--- src/rtl/clk_rst_seq.sv ---
// Reset sequencer and lock supervisor for an MMCM clock generator.
// Optional macro CLK_RST_SEQ_RETRY_CNT_EN adds the saturating o_retry_count output.
module clk_rst_seq #(
  parameter int unsigned RST_CYCLES    = 8,
  parameter int unsigned LOCK_TIMEOUT  = 1000,
  parameter int unsigned STABLE_CYCLES = 64
) (
  input  logic       i_clk,
  input  logic       i_reset,
  input  logic       i_locked,
  output logic       o_mmcm_reset,
  output logic       o_reset,
  output logic       o_locked_sync
`ifdef CLK_RST_SEQ_RETRY_CNT_EN
  ,
  output logic [7:0] o_retry_count
`endif
);

  localparam int unsigned MAX_AB  = (RST_CYCLES > LOCK_TIMEOUT) ? RST_CYCLES : LOCK_TIMEOUT;
  localparam int unsigned MAX_ALL = (MAX_AB > STABLE_CYCLES) ? MAX_AB : STABLE_CYCLES;
  localparam int unsigned CNT_W   = $clog2(MAX_ALL) + 1;

  localparam logic [CNT_W-1:0] RST_LAST    = CNT_W'(RST_CYCLES - 1);
  localparam logic [CNT_W-1:0] TIMEOUT_LAST = CNT_W'(LOCK_TIMEOUT - 1);
  localparam logic [CNT_W-1:0] STABLE_LAST = CNT_W'(STABLE_CYCLES - 1);

  typedef enum logic [1:0] {
    S_RESET_MMCM,
    S_WAIT_LOCK,
    S_STABLE,
    S_RUN
  } state_t;

  state_t           state, next_state;
  logic [CNT_W-1:0] cnt;
  logic [1:0]       lock_sync;
  logic             locked_s;
  logic             retry_evt;

  assign locked_s      = lock_sync[1];
  assign o_locked_sync = locked_s;

  // NOTE: every output of this block gets a default first, so no path leaves one unassigned and infers a latch.
  always_comb begin
    next_state = state;
    retry_evt  = 1'b0;
    case (state)
      S_RESET_MMCM: begin
        if (cnt == RST_LAST) next_state = S_WAIT_LOCK;
      end
      S_WAIT_LOCK: begin
        // Lock takes priority over a timeout landing on the same cycle.
        if (locked_s) begin
          next_state = S_STABLE;
        end else if (cnt == TIMEOUT_LAST) begin
          next_state = S_RESET_MMCM;
          retry_evt  = 1'b1;
        end
      end
      S_STABLE: begin
        if (!locked_s)               next_state = S_WAIT_LOCK;
        else if (cnt == STABLE_LAST) next_state = S_RUN;
      end
      S_RUN: begin
        if (!locked_s) begin
          next_state = S_RESET_MMCM;
          retry_evt  = 1'b1;
        end
      end
      default: next_state = S_RESET_MMCM;
    endcase
  end

  // NOTE: sequential state uses non-blocking assignments so all flops update from pre-edge values.
  always_ff @(posedge i_clk) begin
    if (i_reset) begin
      lock_sync    <= 2'b00;
      state        <= S_RESET_MMCM;
      cnt          <= '0;
      o_mmcm_reset <= 1'b1;
      o_reset      <= 1'b1;
    end else begin
      lock_sync <= {lock_sync[0], i_locked};
      state     <= next_state;
      // RUN has no terminal count, so the counter parks at zero there.
      if (next_state != state)  cnt <= '0;
      else if (state != S_RUN)  cnt <= cnt + 1'b1;
      // Outputs are decoded from next_state into flops so they track state without decode glitches.
      o_mmcm_reset <= (next_state == S_RESET_MMCM);
      o_reset      <= (next_state != S_RUN);
    end
  end

`ifdef CLK_RST_SEQ_RETRY_CNT_EN
  logic [7:0] retry_cnt;

  always_ff @(posedge i_clk) begin
    if (i_reset)                             retry_cnt <= 8'd0;
    else if (retry_evt && retry_cnt != 8'hFF) retry_cnt <= retry_cnt + 8'd1;
  end

  assign o_retry_count = retry_cnt;
`else
  logic unused_retry;
  assign unused_retry = retry_evt;
`endif

endmodule

--- config.mk ---
export PLATFORM = sky130hd
export DESIGN_NAME = clk_rst_seq
export DESIGN_NICKNAME = d
export VERILOG_FILES = /design/src/rtl/clk_rst_seq.sv
export SDC_FILE = /design/constraint.sdc
export NUM_CORES = 1
export LEC_CHECK = 0
export BUFFER_PORTS_ARGS = -buffer_cell sky130_fd_sc_hd__buf_4
export CAP_MARGIN = 25
export CORE_MARGIN = 4
export CORE_UTILIZATION = 51
export DETAILED_ROUTE_END_ITERATION = 8
export HOLD_SLACK_MARGIN = 0.03
export PLACE_DENSITY = 0.72
export SLEW_MARGIN = 5
export SYNTH_ARGS = -nofsm -noshare
export SYNTH_HDL_FRONTEND = slang
export SYNTH_SLANG_ARGS = --single-unit
--- constraint.sdc ---
create_clock -name i_clk -period 1.9 [get_ports i_clk]
set_input_delay 0.19 -clock i_clk [delete_from_list [all_inputs] [get_ports i_clk]]
set_output_delay 0.19 -clock i_clk [all_outputs]
set_load 0.03 [all_outputs]
==> results.json, run 1 <==
{
  "drt_iter0_drc": 9,
  "cp_max_fo": 5,
  "fillers": 151,
  "post-route-period-util_pct": 92.6,
  "required_ns": 2.08,
  "multi_input_area_sq_um": 492,
  "num_antenna_cells": 0,
  "tritoncts": "built",
  "max_freq_mhz": 568,
  "synth_top_cell_by_area": "dfxtp_1",
  "combinationalPowerShare_pct": 14.6,
  "grt_antenna_before_repair": 0,
  "synth.most_common_cell": "dfxtp_1",
  "setup_tns_ns": 0,
  "synth.avg_cell_area_sq_um": 8.71,
  "outcome": "completed",
  "ios": 6,
  "post_cts_buffers": 0,
  "area_growth_pct": 15.1,
  "switchingPower_mw": 0.172,
  "seq_area_frac_synth_pct": 40.3,
  "peakVddDrop_v": 0.000438,
  "critical_path_class": "flop to flop",
  "nets": 114,
  "synth_top_cell_area_share_pct": 40.3,
  "final-max-slew-violation-count": 0,
  "numPortBuffers": 5,
  "synth_edf_count": 0,
  "die_w_microns": 48.7,
  "final_cell_area_sq_um": 972,
  "syn_area_sq_um": 845,
  "ys_async_sr_fraction_pct": 0,
  "total_power_mw": 0.671,
  "endpoint_kind": "flop",
  "yosysWarnings": 0,
  "worst_clock_skew_ns": 0.00196,
  "tritoncts_num_sinks": 17,
  "rsz0062_at_grt": "false",
  "yosys-top-cells-area": "dfxtp_1, xnor2_1, nand2_1, nor2_1, nor3_1",
  "track_usage_pct": 15.6,
  "clk-insertion-delay-late_ns": 0.28,
  "place_area_sq_um": 921,
  "max_cap_viol_count": 0,
  "antenna_left": 0,
  "cellInternalPower_mw": 0.499,
  "gp_congestion": 0.919,
  "wl_per_cell_microns": 13.9,
  "routed_wl_microns": 1740,
  "synth_nets": 101,
  "fin_crit_ns": 1.76,
  "synthesis.instances": 97,
  "grt_max_degree": 12,
  "hold_class": "primary input to flop",
  "routed_via_density": 5.91,
  "worst_pin_slew_ns": 0.422,
  "clockPowerShare_pct": 28.5,
  "start_kind": "flop",
  "cts_buffer_depth": 2,
  "clockRootBuffer": "clkbuf_4",
  "hold_buffers": 0,
  "synthTopCellsByCount": "dfxtp_1, nand2_1, nor2_1",
  "htree_levels": 1,
  "leakage_nw": 0.334,
  "finalHoldViolations": 0,
  "layout-drive-gt1-share_pct": 20.2,
  "start_util_pct": 54.8,
  "hpwl_microns": 1240,
  "remaining_drc_errors": 0,
  "die_height_microns": 48.7,
  "synthFlopType": "dfxtp_1",
  "grt_pass1_wl_microns": 2950,
  "swShare_pct": 25.6,
  "relSlewSlack_pct": 71.7,
  "grt_pass1_vias": 677,
  "seqCellArea_sq_um": 340,
  "core_area_sq_um": 1540,
  "overflow": 0,
  "finalSetupViolCount": 0,
  "ys_ff_latch": 17,
  "arrival_ns": 1.94,
  "vias": 739,
  "yosysUniqueCellTypes": 32,
  "whs_ns": 0.106,
  "cts_buffers": 3,
  "die-area_sq_um": 2370,
  "clk_pin_slew_worst_paths_ns": 0.10,
  "powerDensity_nw_per_um2": 690,
  "num_rows": 14,
  "p_seq_share_pct": 56.9,
  "first_pass_iters": 4
}
==> path summary, 6_finish.rpt <==
check	startpoint	endpoint	slack (ns)	depth (start not counted)
max	cnt[1]$_SDFFE_PP0P_	cnt[10]$_SDFFE_PP0P_	0.14	6
min	i_reset	state[0]$_SDFF_PP0_	0.11	2
max reg2reg	cnt[1]$_SDFFE_PP0P_	cnt[10]$_SDFFE_PP0P_	0.14	6
min reg2reg	lock_sync[0]$_SDFF_PP0_	lock_sync[1]$_SDFF_PP0_	0.45	1
==> metal layers <==
layer / wire, microns / GRT usage, % / vias to the layer above
li1: - / - / 368
met1: 805 / 18.2 / 354
met2: 843 / 25.4 / 11
met3: 53 / 4.60 / 6
met4: 37 / 8.07 / 0
met5: 0 / 0 / -
==> cell usage in the layout, fill, tap and decap left out, types with 2 or more instances in the layout <==
master / Yosys / layout
dfxtp_1: 17 / 17
nand2_1: 10 / 10
nor2_1: 10 / 10
buf_4: 0 / 10
xnor2_1: 6 / 6
nor3_1: 6 / 5
nor2b_1: 4 / 4
o21ai_0: 4 / 4
a21oi_1: 4 / 4
nor4_1: 3 / 3
nand2b_1: 3 / 3
xor2_1: 3 / 3
clkbuf_4: 0 / 3
nand3_1: 2 / 2
or4b_4: 2 / 2
a31o_2: 2 / 2
nor3b_1: 2 / 2
inv_1: 2 / 2
==> power by group through the flow <==
stage / Combinational, mW / Sequential (mW) / Clock, mW
global placement: 0.0891 / 0.389 / 0
detailed placement: 0.0902 / 0.390 / 0
global route: 0.107 / 0.384 / 0.223
CTS: 0.0911 / 0.382 / 0.200
floorplan: 0.0603 / 0.392 / 0
finish: 0.0980 / 0.382 / 0.191
==> registers in the layout, indices dropped and copies added, names as in the netlist <==
name / flops
cnt: 11
lock_sync: 2
state: 2
o_mmcm_reset: 1
o_reset: 1
==> worst max-delay path: stages, from the launching register on <==
cell	delay, ns
dfxtp_1	0.36
ha_1	0.17
and3b_1	0.16
or4b_4	0.50
o31ai_4	0.24
buf_4	0.18
a21oi_1	0.04
==> per-stage QoR <==
stage | std cells | utilization, % | setup WS, ns
6_report | 125 | 63.1 | 0.141
5_1_grt | 125 | 63.1 | 0.0525
4_1_cts | 124 | 61.4 | 0.0702
3_5_place_dp | 120 | 59.7 | 0.0866
3_3_place_gp | 120 | 59.7 | 0.121
2_1_floorplan | 97 | - | 0.0697
==> timing repair <==
action                                 CTS  global route
endpoints found under the hold margin    0             0
setup endpoints to repair                0             4
resized for setup                        0             5
==> logic make-up (layout without fill, tap and decap cells) <==
| kind of cell | count (synthesis) | count (layout) | synth area share, % |
|---|---|---|---|
| AO/OA/AOI/OAI | 16 | 16 | 13.2 |
| adder cells (fa/ha/maj) | 1 | 1 | 1.48 |
| XOR/XNOR | 9 | 9 | 9.33 |
| multiplexers | 1 | 1 | 1.19 |
| flip-flops | 17 | 17 | 40.3 |
| AND/OR/NAND/NOR | 48 | 48 | 31.4 |
| buffers and inverters | 5 | 17 | 3.11 |
==> final cells by class <==
type	instances	share of cell area [%]
Multi-Input combinational cell	75	50.6
Sequential cell	17	35.0
Clock buffer	4	2.70
Timing Repair Buffer	11	8.88
Inverter	2	0.772
Tap cell	16	2.06
Note: power is estimated with default switching activity, not from simulation.
==> run 2, diff against run 1 <==
--- a/config.mk
+++ b/config.mk
@@ -6,7 +6,7 @@
 export NUM_CORES = 1
 export LEC_CHECK = 0
 export BUFFER_PORTS_ARGS = -buffer_cell sky130_fd_sc_hd__buf_4
-export CAP_MARGIN = 25
+export CAP_MARGIN = 20
 export CORE_MARGIN = 4
 export CORE_UTILIZATION = 51
 export DETAILED_ROUTE_END_ITERATION = 8
==> constraint.sdc (replaced) <==
create_clock -name i_clk -period 1.5 [get_ports i_clk]
set_input_delay 0.15 -clock i_clk [delete_from_list [all_inputs] [get_ports i_clk]]
set_output_delay 0.15 -clock i_clk [all_outputs]
set_load 0.03 [all_outputs]
==> results.json, run 2 (synthesized netlist as in run 1, its figures left out) <==
{
  "remaining_drc_errors": 0,
  "worstHoldStart": "i_reset",
  "track_usage_pct": 19.1,
  "rr_startpoint": "cnt[1]$_SDFFE_PP0P_",
  "core_area_sq_um": 1540,
  "cpMaxStageDelayCell": "or4b_4",
  "drt_iter0_drc": 19,
  "clk_pin_slew_worst_paths_ns": 0.10,
  "final-max-slew-violation-count": 0,
  "crit_chain": "ha_4, and3b_1, or4b_4, o31ai_4, buf_6, nor2_1",
  "grt_use_met1_pct": 24.3,
  "seqCellArea_sq_um": 348,
  "critical_path_class": "flop to flop",
  "layout-drive-gt1-share_pct": 40.5,
  "finalSetupViolCount": 13,
  "cp_num_buf_inv": 1,
  "routed_wl_microns": 2110,
  "path_delay_family": "simple AND/OR/NAND/NOR gates",
  "r2r_setup_slack_ns": -0.22,
  "hpwl_microns": 1520,
  "switchingPower_mw": 0.250,
  "r2r-end": "cnt[2]$_SDFFE_PP0P_",
  "routed_via_density": 5.75,
  "hold_depth": 2,
  "endpoint_kind": "flop",
  "hold_buffers": 0,
  "worst_pin_slew_ns": 0.424,
  "cp_max_fo": 9,
  "violations": "negative setup slack",
  "max_cap_viol_count": 0,
  "finalHoldViolations": 0,
  "tritoncts_num_sinks": 17,
  "fin_crit_ns": 1.72,
  "p_seq_share_pct": 53.8,
  "outcome": "complete, but fails checks",
  "cts_buffer_depth": 2,
  "cts_buffers": 3,
  "setup_tns_ns": -2.61,
  "largest_reg_flops": 11,
  "combinationalPowerShare_pct": 17.8,
  "die_w_microns": 48.7,
  "wl_per_cell_microns": 14.9,
  "place_area_sq_um": 1090,
  "clk-insertion-delay-late_ns": 0.30,
  "worst_clock_skew_ns": 0.000806,
  "r2r_cells": 6,
  "start_util_pct": 54.8,
  "critPathMaxStageDelay_ns": 0.49,
  "busiest_layer": "met2",
  "first_pass_iters": 4,
  "use_met2_pct": 31.1,
  "ios": 6,
  "fillers": 118,
  "clockRootBuffer": "clkbuf_4",
  "cellInternalPower_mw": 0.648,
  "holdPathEnd": "lock_sync[0]$_SDFF_PP0_",
  "grt_max_degree": 13,
  "peakVddDrop_v": 0.000663,
  "required_ns": 1.70,
  "tritoncts": "built",
  "swShare_pct": 27.8,
  "use_met3_pct": 3.68,
  "grt_pass1_wl_microns": 3640,
  "top_register": "cnt",
  "final_cell_area_sq_um": 1150,
  "hold_class": "primary input to flop",
  "start_kind": "flop",
  "nets": 131,
  "overflow": 0,
  "layout.cells.most_common_list": "buf_4, dfxtp_1, nand2_1, nor2_1, xnor2_1",
  "setup_ws_ns": -0.221,
  "max_freq_mhz": 581,
  "top_regs": "cnt x11, lock_sync x2, state x2",
  "num_antenna_cells": 0,
  "final_common_cell": "buf_4",
  "post-route-period-util_pct": 115,
  "grt_pass1_vias": 786,
  "antenna_left": 0,
  "vias": 816,
  "clockPowerShare_pct": 28.4,
  "leakage_nw": 0.423,
  "area_growth_pct": 36.6,
  "num_rows": 14,
  "gp_congestion": 0.898,
  "grt_antenna_before_repair": 0,
  "numPortBuffers": 5,
  "arrival_ns": 1.93,
  "relSlewSlack_pct": 71.6,
  "htree_levels": 1,
  "die_height_microns": 48.7,
  "multi_input_area_sq_um": 537,
  "powerDensity_nw_per_um2": 778,
  "die-area_sq_um": 2370,
  "rsz0062_at_grt": "true"
}
==> run 2: timing repair <==
item | CTS | global route
setup endpoints to repair | 14 | 14
hold endpoints to repair | 0 | 0
setup buffers | 2 | 0
gates cloned | 0 | 0
gates resized for setup | 4 | 3
pin swaps | 0 | 0
==> run 2: power by group through the flow <==
| stage | clock network (mW) | registers, mW | logic [mW] |
|---|---|---|---|
| 2_1_floorplan | 0 | 0.501 | 0.0857 |
| 3_3_place_gp | 0 | 0.492 | 0.143 |
| 3_5_place_dp | 0 | 0.493 | 0.147 |
| 4_1_cts | 0.259 | 0.483 | 0.155 |
| 5_1_grt | 0.291 | 0.486 | 0.174 |
| 6_report | 0.255 | 0.483 | 0.159 |
==> run 2: per-layer routing <==
metal  share of wire [%]  vias up
met2                  49       21
met4                 1.8        0
met1                  44      387
met5                   0        -
li1                    -      404
met3                 5.0        4
==> run 2: per-stage QoR <==
step / power [mW] / cells / setup slack (ns) / utilization (%) / hold slack (ns)
detailed placement: 0.640 / 136 / -0.238 / 70.9 / 0.370
global route: 0.952 / 142 / -0.269 / 74.8 / 0.0470
global placement: 0.635 / 136 / -0.183 / 70.9 / 0.361
finish: 0.898 / 142 / -0.221 / 74.8 / 0.0542
floorplan: 0.586 / 97 / -0.134 / - / 0.219
CTS: 0.896 / 142 / -0.197 / 74.4 / 0.0502
==> run 2: how the worst max path moves through the flow <==
stage | slack (ns) | end | cells after the start | startpoint
2_1_floorplan | -0.13 | cnt[10]$_SDFFE_PP0P_ | 6 | cnt[0]$_SDFFE_PP0P_
3_3_place_gp | -0.18 | cnt[3]$_SDFFE_PP0P_ | 6 | cnt[1]$_SDFFE_PP0P_
3_5_place_dp | -0.24 | cnt[2]$_SDFFE_PP0P_ | 6 | cnt[1]$_SDFFE_PP0P_
4_1_cts | -0.20 | cnt[2]$_SDFFE_PP0P_ | 6 | cnt[1]$_SDFFE_PP0P_
5_1_grt | -0.27 | cnt[7]$_SDFFE_PP0P_ | 6 | cnt[1]$_SDFFE_PP0P_
6_report | -0.22 | cnt[2]$_SDFFE_PP0P_ | 6 | cnt[1]$_SDFFE_PP0P_
==> run 2: cell type report <==
type | count | area share [%]
clock inverter | 1 | 0.434
sequential | 17 | 30.2
inverter | 2 | 0.651
clock buffer | 3 | 1.95
timing repair buffer | 28 | 18.5
tap | 16 | 1.74
multi-input combinational | 75 | 46.5
